File: config.mk
export PLATFORM = sky130hd
export DESIGN_NAME = psram_arbiter_flat
export DESIGN_NICKNAME = d
export VERILOG_FILES = /design/src/rtl/psram_arbiter_if.sv /design/src/rtl/psram_arbiter.sv /design/src/flat_wrapper.sv
export SDC_FILE = /design/constraint.sdc
export NUM_CORES = 1
export LEC_CHECK = 0
export BUFFER_PORTS_ARGS = -buffer_cell sky130_fd_sc_hd__clkbuf_2
export CAP_MARGIN = 20
export CORE_UTILIZATION = 35
export DETAILED_ROUTE_END_ITERATION = 7
export PLACE_DENSITY = 0.63
export SETUP_SLACK_MARGIN = 0.1
export SLEW_MARGIN = 10
export SYNTH_ARGS = -nofsm -noshare
export SYNTH_HDL_FRONTEND = slang
export SYNTH_SLANG_ARGS = --single-unit
File: constraint.sdc
create_clock -name clk -period 2.2 [get_ports clk]
set_input_delay 0.33 -clock clk [delete_from_list [all_inputs] [get_ports clk]]
set_output_delay 0.33 -clock clk [all_outputs]
set_load 0.01 [all_outputs]
File: src/rtl/psram_arbiter_if.sv
// psram_arbiter_if
//   Bundles the two client request ports, the shared read-data return and
//   the PSRAM controller strobe/data signals into one interface.
//   modport master : the arbiter (drives acks, rvalids, rdata, err, mem_* strobes)
//   modport slave  : the environment (clients and controller)
interface psram_arbiter_if #(
   parameter int ADDR_W = 22
);
   // client side
   logic              c0_req,    c1_req;
   logic              c0_we,     c1_we;
   logic [ADDR_W-1:0] c0_addr,   c1_addr;
   logic [15:0]       c0_wdata,  c1_wdata;
   logic              c0_byte_we, c1_byte_we;
   logic              c0_ack,    c1_ack;
   logic              c0_rvalid, c1_rvalid;
   logic [15:0]       rdata;
   logic              err;
   // controller side
   logic              mem_read,  mem_write;
   logic [ADDR_W-1:0] mem_addr;
   logic [15:0]       mem_din;
   logic              mem_byte_write;
   logic [15:0]       mem_dout;
   logic              mem_busy;

   modport master (
      input  c0_req, c1_req, c0_we, c1_we, c0_addr, c1_addr,
             c0_wdata, c1_wdata, c0_byte_we, c1_byte_we,
             mem_dout, mem_busy,
      output c0_ack, c1_ack, c0_rvalid, c1_rvalid, rdata, err,
             mem_read, mem_write, mem_addr, mem_din, mem_byte_write
   );

   modport slave (
      output c0_req, c1_req, c0_we, c1_we, c0_addr, c1_addr,
             c0_wdata, c1_wdata, c0_byte_we, c1_byte_we,
             mem_dout, mem_busy,
      input  c0_ack, c1_ack, c0_rvalid, c1_rvalid, rdata, err,
             mem_read, mem_write, mem_addr, mem_din, mem_byte_write
   );
endinterface

File: src/rtl/psram_arbiter.sv
// psram_arbiter
//   Two-client round-robin arbiter in front of the PSRAM controller. Converts
//   req/ack client handshakes into single-cycle mem_read/mem_write strobes,
//   follows mem_busy through each transaction and routes read data back to
//   the issuing client. All outputs are registered.
// Ports:
//   clk    : system clock (shared with the controller)
//   resetn : asynchronous active-low reset
//   bus    : psram_arbiter_if.master (client ports, rdata/err, mem_* signals)
// Optional feature macro: PSRAM_ARB_TIMEOUT_EN
//   Defined   : per-phase watchdog of TIMEOUT_CYCLES; sets sticky err, returns
//               to IDLE and answers an abandoned read with 16'hDEAD.
//   Undefined : no watchdog, err tied low, waits indefinitely.
module psram_arbiter #(
   parameter int TIMEOUT_CYCLES = 1024,
   parameter int ADDR_W         = 22
) (
   input  logic            clk,
   input  logic            resetn,
   psram_arbiter_if.master bus
);

   typedef enum logic [1:0] {IDLE, ISSUE, WAIT_BUSY, WAIT_DONE} state_t;

   state_t            r_state, w_next;
   logic              r_ack0, r_ack1, r_rd, r_wr, r_rv0, r_rv1;
   logic [15:0]       r_rdata, r_din;
   logic [ADDR_W-1:0] r_addr;
   logic              r_bw, r_owner, r_we, r_last;

   logic              w_ack0_d, w_ack1_d, w_rd_d, w_wr_d, w_rv0_d, w_rv1_d;
   logic [15:0]       w_rdata_d, w_din_d;
   logic [ADDR_W-1:0] w_addr_d;
   logic              w_bw_d, w_owner_d, w_we_d, w_last_d;

   // r_last = 1 means client 1 was granted last, so client 0 wins a tie
   logic w_any, w_win1, w_grant, w_tmo;
   assign w_any   = bus.c0_req | bus.c1_req;
   assign w_win1  = bus.c1_req & (~bus.c0_req | ~r_last);
   assign w_grant = (r_state == IDLE) & ~bus.mem_busy & w_any;

`ifdef PSRAM_ARB_TIMEOUT_EN
   logic [15:0] r_cnt;
   logic        r_err;
   // only fires when the phase would not have exited normally this cycle
   assign w_tmo = (((r_state == WAIT_BUSY) & ~bus.mem_busy) |
                   ((r_state == WAIT_DONE) &  bus.mem_busy)) &
                  (r_cnt == 16'(TIMEOUT_CYCLES - 1));

   always_ff @(posedge clk or negedge resetn) begin
      if (!resetn)                                      r_cnt <= '0;
      else if (r_state == ISSUE)                        r_cnt <= '0;
      else if ((r_state == WAIT_BUSY) && bus.mem_busy)  r_cnt <= '0;
      else if ((r_state == WAIT_BUSY) || (r_state == WAIT_DONE))
                                                        r_cnt <= r_cnt + 16'd1;
   end

   always_ff @(posedge clk or negedge resetn) begin
      if (!resetn)    r_err <= 1'b0;
      else if (w_tmo) r_err <= 1'b1;
   end
   assign bus.err = r_err;
`else
   assign w_tmo   = 1'b0;
   assign bus.err = 1'b0;
`endif

   // state register
   always_ff @(posedge clk or negedge resetn) begin
      if (!resetn) r_state <= IDLE;
      else         r_state <= w_next;
   end

   // next state
   always_comb begin
      w_next = r_state;
      case (r_state)
         IDLE:      if (w_grant) w_next = ISSUE;
         ISSUE:     w_next = WAIT_BUSY;
         WAIT_BUSY: if (bus.mem_busy) w_next = WAIT_DONE;
                    else if (w_tmo)   w_next = IDLE;
         WAIT_DONE: if (!bus.mem_busy) w_next = IDLE;
                    else if (w_tmo)    w_next = IDLE;
         default:   w_next = IDLE;
      endcase
   end

   // outputs: next values of the registered outputs; pulses default low so
   // the strobe/ack raised at grant clears automatically in ISSUE
   always_comb begin
      w_ack0_d  = 1'b0;
      w_ack1_d  = 1'b0;
      w_rd_d    = 1'b0;
      w_wr_d    = 1'b0;
      w_rv0_d   = 1'b0;
      w_rv1_d   = 1'b0;
      w_rdata_d = r_rdata;
      w_addr_d  = r_addr;
      w_din_d   = r_din;
      w_bw_d    = r_bw;
      w_owner_d = r_owner;
      w_we_d    = r_we;
      w_last_d  = r_last;
      case (r_state)
         IDLE: if (w_grant) begin
            w_owner_d = w_win1;
            w_last_d  = w_win1;
            w_we_d    = w_win1 ? bus.c1_we      : bus.c0_we;
            w_addr_d  = w_win1 ? bus.c1_addr    : bus.c0_addr;
            w_din_d   = w_win1 ? bus.c1_wdata   : bus.c0_wdata;
            w_bw_d    = w_win1 ? bus.c1_byte_we : bus.c0_byte_we;
            w_rd_d    = ~w_we_d;
            w_wr_d    =  w_we_d;
            w_ack0_d  = ~w_win1;
            w_ack1_d  =  w_win1;
         end
         WAIT_DONE: if (!bus.mem_busy && !r_we) begin
            w_rdata_d = bus.mem_dout;
            w_rv0_d   = ~r_owner;
            w_rv1_d   =  r_owner;
         end
         default: ;
      endcase
      // an abandoned read still gets a (poisoned) response
      if (w_tmo && !r_we) begin
         w_rdata_d = 16'hDEAD;
         w_rv0_d   = ~r_owner;
         w_rv1_d   =  r_owner;
      end
   end

   always_ff @(posedge clk or negedge resetn) begin
      if (!resetn) begin
         r_ack0 <= 1'b0; r_ack1 <= 1'b0; r_rd <= 1'b0; r_wr <= 1'b0;
         r_rv0 <= 1'b0;  r_rv1 <= 1'b0;  r_rdata <= '0; r_addr <= '0;
         r_din <= '0;    r_bw <= 1'b0;   r_owner <= 1'b0; r_we <= 1'b0;
         r_last <= 1'b1;
      end else begin
         r_ack0 <= w_ack0_d; r_ack1 <= w_ack1_d; r_rd <= w_rd_d; r_wr <= w_wr_d;
         r_rv0 <= w_rv0_d;   r_rv1 <= w_rv1_d;   r_rdata <= w_rdata_d;
         r_addr <= w_addr_d; r_din <= w_din_d;   r_bw <= w_bw_d;
         r_owner <= w_owner_d; r_we <= w_we_d;   r_last <= w_last_d;
      end
   end

   assign bus.c0_ack         = r_ack0;
   assign bus.c1_ack         = r_ack1;
   assign bus.c0_rvalid      = r_rv0;
   assign bus.c1_rvalid      = r_rv1;
   assign bus.rdata          = r_rdata;
   assign bus.mem_read       = r_rd;
   assign bus.mem_write      = r_wr;
   assign bus.mem_addr       = r_addr;
   assign bus.mem_din        = r_din;
   assign bus.mem_byte_write = r_bw;

endmodule

File: src/flat_wrapper.sv
// flat-port wrapper written by rule: the top's interface ports become plain ports
module psram_arbiter_flat 
#(
   parameter int TIMEOUT_CYCLES = 1024,
   parameter int ADDR_W         = 22
)
  (clk, resetn, bus_c0_req, bus_c1_req, bus_c0_we, bus_c1_we, bus_c0_addr, bus_c1_addr, bus_c0_wdata, bus_c1_wdata, bus_c0_byte_we, bus_c1_byte_we, bus_mem_dout, bus_mem_busy, bus_c0_ack, bus_c1_ack, bus_c0_rvalid, bus_c1_rvalid, bus_rdata, bus_err, bus_mem_read, bus_mem_write, bus_mem_addr, bus_mem_din, bus_mem_byte_write);
  psram_arbiter_if #(.ADDR_W(ADDR_W)) bus_i ();
  input  logic clk;
  input  logic resetn;
  input wire logic [$bits(bus_i.c0_req)-1:0] bus_c0_req;
  input wire logic [$bits(bus_i.c1_req)-1:0] bus_c1_req;
  input wire logic [$bits(bus_i.c0_we)-1:0] bus_c0_we;
  input wire logic [$bits(bus_i.c1_we)-1:0] bus_c1_we;
  input wire logic [$bits(bus_i.c0_addr)-1:0] bus_c0_addr;
  input wire logic [$bits(bus_i.c1_addr)-1:0] bus_c1_addr;
  input wire logic [$bits(bus_i.c0_wdata)-1:0] bus_c0_wdata;
  input wire logic [$bits(bus_i.c1_wdata)-1:0] bus_c1_wdata;
  input wire logic [$bits(bus_i.c0_byte_we)-1:0] bus_c0_byte_we;
  input wire logic [$bits(bus_i.c1_byte_we)-1:0] bus_c1_byte_we;
  input wire logic [$bits(bus_i.mem_dout)-1:0] bus_mem_dout;
  input wire logic [$bits(bus_i.mem_busy)-1:0] bus_mem_busy;
  output wire logic [$bits(bus_i.c0_ack)-1:0] bus_c0_ack;
  output wire logic [$bits(bus_i.c1_ack)-1:0] bus_c1_ack;
  output wire logic [$bits(bus_i.c0_rvalid)-1:0] bus_c0_rvalid;
  output wire logic [$bits(bus_i.c1_rvalid)-1:0] bus_c1_rvalid;
  output wire logic [$bits(bus_i.rdata)-1:0] bus_rdata;
  output wire logic [$bits(bus_i.err)-1:0] bus_err;
  output wire logic [$bits(bus_i.mem_read)-1:0] bus_mem_read;
  output wire logic [$bits(bus_i.mem_write)-1:0] bus_mem_write;
  output wire logic [$bits(bus_i.mem_addr)-1:0] bus_mem_addr;
  output wire logic [$bits(bus_i.mem_din)-1:0] bus_mem_din;
  output wire logic [$bits(bus_i.mem_byte_write)-1:0] bus_mem_byte_write;
  assign bus_i.c0_req = bus_c0_req;
  assign bus_i.c1_req = bus_c1_req;
  assign bus_i.c0_we = bus_c0_we;
  assign bus_i.c1_we = bus_c1_we;
  assign bus_i.c0_addr = bus_c0_addr;
  assign bus_i.c1_addr = bus_c1_addr;
  assign bus_i.c0_wdata = bus_c0_wdata;
  assign bus_i.c1_wdata = bus_c1_wdata;
  assign bus_i.c0_byte_we = bus_c0_byte_we;
  assign bus_i.c1_byte_we = bus_c1_byte_we;
  assign bus_i.mem_dout = bus_mem_dout;
  assign bus_i.mem_busy = bus_mem_busy;
  assign bus_c0_ack = bus_i.c0_ack;
  assign bus_c1_ack = bus_i.c1_ack;
  assign bus_c0_rvalid = bus_i.c0_rvalid;
  assign bus_c1_rvalid = bus_i.c1_rvalid;
  assign bus_rdata = bus_i.rdata;
  assign bus_err = bus_i.err;
  assign bus_mem_read = bus_i.mem_read;
  assign bus_mem_write = bus_i.mem_write;
  assign bus_mem_addr = bus_i.mem_addr;
  assign bus_mem_din = bus_i.mem_din;
  assign bus_mem_byte_write = bus_i.mem_byte_write;
  psram_arbiter #(.TIMEOUT_CYCLES(TIMEOUT_CYCLES), .ADDR_W(ADDR_W)) u_core (.clk(clk), .resetn(resetn), .bus(bus_i));
endmodule
After elaboration in Yosys (flattened, before gate mapping)
Cells that the tools add are included.
- bitwise gates (word level): 11
- reduce and logical (&&, ||, !) cells: 7
- multiplexer cells: 20
- equality and inequality tests: 6
- operators with widths (cell ; count):
    22-bit two-way mux ; 1
    16-bit two-way mux ; 1
    1-bit two-way mux ; 14
    2-bit case mux with 4 select lines ; 1
    2-bit two-way mux ; 3
    1-bit inverter ; 6
    2-bit equality test, second input constant ; 2
    2-bit != test, second input constant ; 2
    2-bit AND reduction ; 2
    1-bit bitwise AND ; 3
    3-bit AND reduction ; 1
    2-bit by 1-bit equality test with 1-bit output, second input constant ; 1
    1-bit zero test ; 2
    2-bit zero test ; 1
    2-bit by 1-bit != test with 1-bit output, second input constant ; 1
    1-bit bitwise OR ; 2
    1-bit logical AND ; 1
- output and inout bits: 62
- flip-flop bits (word level): 66
- bits of input ports: 101
- word-level logic and storage cells: 58

Depth between registers and ports, before layout
- word-level depth: 7
- depth in mapped cells: 7
- gate-level depth less buffers: 5

Worst setup path after synthesis
Ideal clock, no wire load.
- kind: register to register
- start: register u_core.r_state[0]
- end: register u_core.r_state[1]
- path buffers: 0
- data required time: 2072 ps
- clock period less this slack: 1668 ps
- arrival time: 1540 ps
- cell stages (with the launch flop): 6
- library setup time: 128 ps
- slack: 532 ps
- cell sequence: dfrtp_1 > inv_1 > ha_1 > or3b_1 > a22oi_2 > mux2_1
- word-level cells in the longest chain between the ends: 5
- elaborated cells between the ends (all ways): 11
- those cells by class: 6 x eq/ne; 1 x mux; 2 x bitwise; 2 x reduce/logical
- RTL lines (element ; line ; text):
    start: declaration ; psram_arbiter.sv:25 ; state_t r_state, w_next;
    start signal: assignment ; psram_arbiter.sv:71 ; else r_state <= w_next;
    2-bit zero test ; psram_arbiter.sv:40, psram_arbiter.sv:77 ;
    1-bit bitwise AND (2 in series) ; psram_arbiter.sv:40 ; assign w_grant = (r_state == IDLE) & ~bus.mem_busy & w_any;
    2-bit by 1-bit != test with 1-bit output (no source line) ; -- ;
    3-bit AND reduction (no source line) ; -- ;
Several ways; a longest one is shown, not always the timed one.
A chain may end at the register's enable or synchronous reset.

Final worst setup path
- start: register u_core.r_state[0]
- end: register u_core.r_addr[0], in the netlist u_core.bus.mem_addr[0]
- word-level cells in the longest chain between the ends: 4
- RTL lines (element ; line ; text):
    2-bit zero test * ; psram_arbiter.sv:40, psram_arbiter.sv:104 ;
    1-bit bitwise AND (2 in series) ; psram_arbiter.sv:40 ;
    2-bit AND reduction (no source line) * ; -- ;
    end signal: assignment ; psram_arbiter.sv:141 ; r_addr <= w_addr_d; r_din <= w_din_d; r_bw <= w_bw_d;
    end: declaration ; psram_arbiter.sv:28 ; logic [ADDR_W-1:0] r_addr;
Mark *: on every way between the ends. The rest lies on a longest branch, timed or not.

==> flow_summary.ini <==
[power_and_ir_drop]
total_leakage_power_uw = 0.00223
power_frac_clock_pct = 24.3
powerDensity_nw_per_um2 = 1300
p_sw_uw = 1630
sw_frac_of_total_pct = 31.3
p_int_uw = 3580
p_seq_share_pct = 39.4
total_power_uw = 5210
peakVddDrop_v = 0.000395
combPwrFrac_pct = 36.2

[clock_tree]
cts.path.max_buffers = 2
clock_sinks = 66
clk_pin_slew_ns = 0.07
cts_tree = yes
cts_buffers = 9
htree_levels = 3
cts_root_buf = clkbuf_8
clock_latency_ns = 0.33
post_cts_buffers = 0

[floorplanning]
design.core.area_um2 = 7770
pin_count = 163
num_rows = 32
die_y_um = 92.0
initial_core_util_pct = 36.5
dieArea_um2 = 8460
die_w_um = 92.0

[sta]
hold_viol_final = 0
setup_viol = 0
min_period_over_period_pct = 87.4
setup_tns_ns = 0
setup_slack_ns = 0.278
fmax_ghz = 0.520
rsz0062_at_grt = no
clock_skew_ns = 0.0104
maxSlewViolCount = 0
layout_min_cycle_time_ns = 1.92

[setup_path]
path_class = reg -> reg
start_kind = flop
arrival_ns = 2.14
worstSetupEndpointType = flop
cp_max_fo = 33
cp_data_required_time_ns = 2.42

[layout]
mostFrequentLayoutCells = clkbuf_2, dfrtp_1, and3_1, a221o_1, mux2_2
instances_no_fill = 477
nNetsFinal = 475
layout_commonest_cell = clkbuf_2
drive_gt1_share_pct = 54.9
stdcell_area_um2 = 4000
syn_to_final_growth_pct = 41.2
n_antenna_cell = 0
fillers = 727

[synth]
yosysSeqAreaShare_pct = 58.3
yosysUniqueCellTypes = 26
synthesis.area_um2 = 2840
synth_fp_nets = 315
synthCells = 210
syn_avg_cell_area_um2 = 13.5
ys_seq_elements = 66
yosysWarnings = 0

[global_route]
grt_pass1_vias = 2208
grt_pass1_wl_um = 11000
grt_max_degree = 47
grt_usage_pct = 16.9
grt-ovfl-total = 0
antenna_found_initial = 0

[placed_design]
place_area_um2 = 3710
port_buffers = 161
pre_cts_ws_ns = 0.217
gp_congestion = 0.716
place_hpwl_um = 5080
dp_cells = 459

[drt]
wire_per_inst_um = 14.8
wirelength_um = 7080
drc = 0
dr.pass1.iters = 4
antenna_left = 0
via_per_inst = 4.92
num_vias = 2345
drt_iter0_drc = 101

[outcome]
status = finished, final reports clean

[flow_run]
max_cap_viol_count = 0

[hold_path]
hold_class = in -> reg
metrics by stage:
stage,hold WS [ns],utilization (%)
after global placement,0.320,47.8
after detailed placement,0.323,47.8
final,0.221,51.5
after floorplan,0.0344,-
after global routing,0.194,51.5
after CTS,0.207,51.2
routing by layer:
metal	global-route usage [%]	part of all wire (%)	vias up
li1	-	-	1119
met1	21.1	42	1132
met2	27.9	50	85
met3	4.56	6.0	9
met4	6.38	1.9	0
met5	0	0	-
critical path: stages (launching register included):
cell and delay, ns:
dfrtp_1 0.38, inv_1 0.12, ha_1 0.19, nor2b_4 0.32, o21ai_4 0.20, buf_16 0.22, a221o_1 0.36
cell usage after synthesis:
cell       n  area (um^2)
buf_4      3         22.5
nor3b_1    1         7.51
nor2b_1    2         12.5
nor2b_4    1         13.8
conb_1     1         3.75
buf_6      5         56.3
and2_1     2         12.5
dfrtp_1   65         1630
a21o_1     2         15.0
or3b_1     1         8.76
ha_1       4         50.1
and3_1    39          244
a22oi_2    1         12.5
dfstp_2    1         26.3
clkbuf_1  10         37.5
buf_2      2         10.0
a221o_1   39          390
mux2_1     1         11.3
mux2i_1    3         30.0
nand2b_1   1         6.26
a21boi_2   1         11.3
nor2_1     4         15.0
o21ai_2    1         8.76
mux2_2    16          180
inv_1      3         11.3
and3_4     1         11.3
worst paths after layout:
check	start	endpoint	slack, ns	cells after the start
worst max-delay path	u_core.r_state[0]	u_core.bus.mem_addr[0]	0.28	6
worst min-delay path	bus_c0_wdata[14]	u_core.bus.mem_din[14]	0.22	2
worst max register to register	u_core.r_state[0]	u_core.bus.mem_addr[0]	0.28	6
worst min register to register	u_core.r_owner	u_core.bus.c0_rvalid	0.46	1
max in group asynchronous	resetn	u_core.r_last	1.05	3
min in group asynchronous	resetn	u_core.bus.rdata[7]	0.49	2
state kept, by name (all words and copies together) (netlist names), 2 cells and up:
signal / count
u_core.bus.mem_addr: 22
u_core.bus.mem_din: 16
u_core.bus.rdata: 16
u_core.r_state: 2
layout make-up:
class	count	area, um^2	share of cell area (%)
repair buffers	169	901	22.5
inverters	3	11.3	0.281
flip-flops and latches	66	1650	41.3
multi-input cells	121	1060	26.4
clock inverters	4	97.6	2.44
well taps	102	128	3.19
clock buffers	12	155	3.88
what timing repair did:
item | CTS | global route
endpoints found under the hold margin | 20 | 0
resized for setup | 0 | 0
hold buffers | 1 | 0
kinds of logic after synthesis:
group,Yosys count,synth area share (%)
other,1,0.132
adders and majority gates,4,1.77
AOI/OAI and AO/OA,44,15.4
muxes,20,7.81
DFF,66,58.3
buffers and inverters,23,4.85
and+or+nand+nor,52,11.7
power groups by stage:
stage	registers (uW)	clock network [uW]	logic, uW
after floorplan	2270	0	897
after global placement	2060	0	1850
after CTS	2060	1300	1900
after global routing	2120	1360	2060
after detailed placement	2070	0	1900
final	2050	1270	1890
Power figures use the tool's default switching activity.
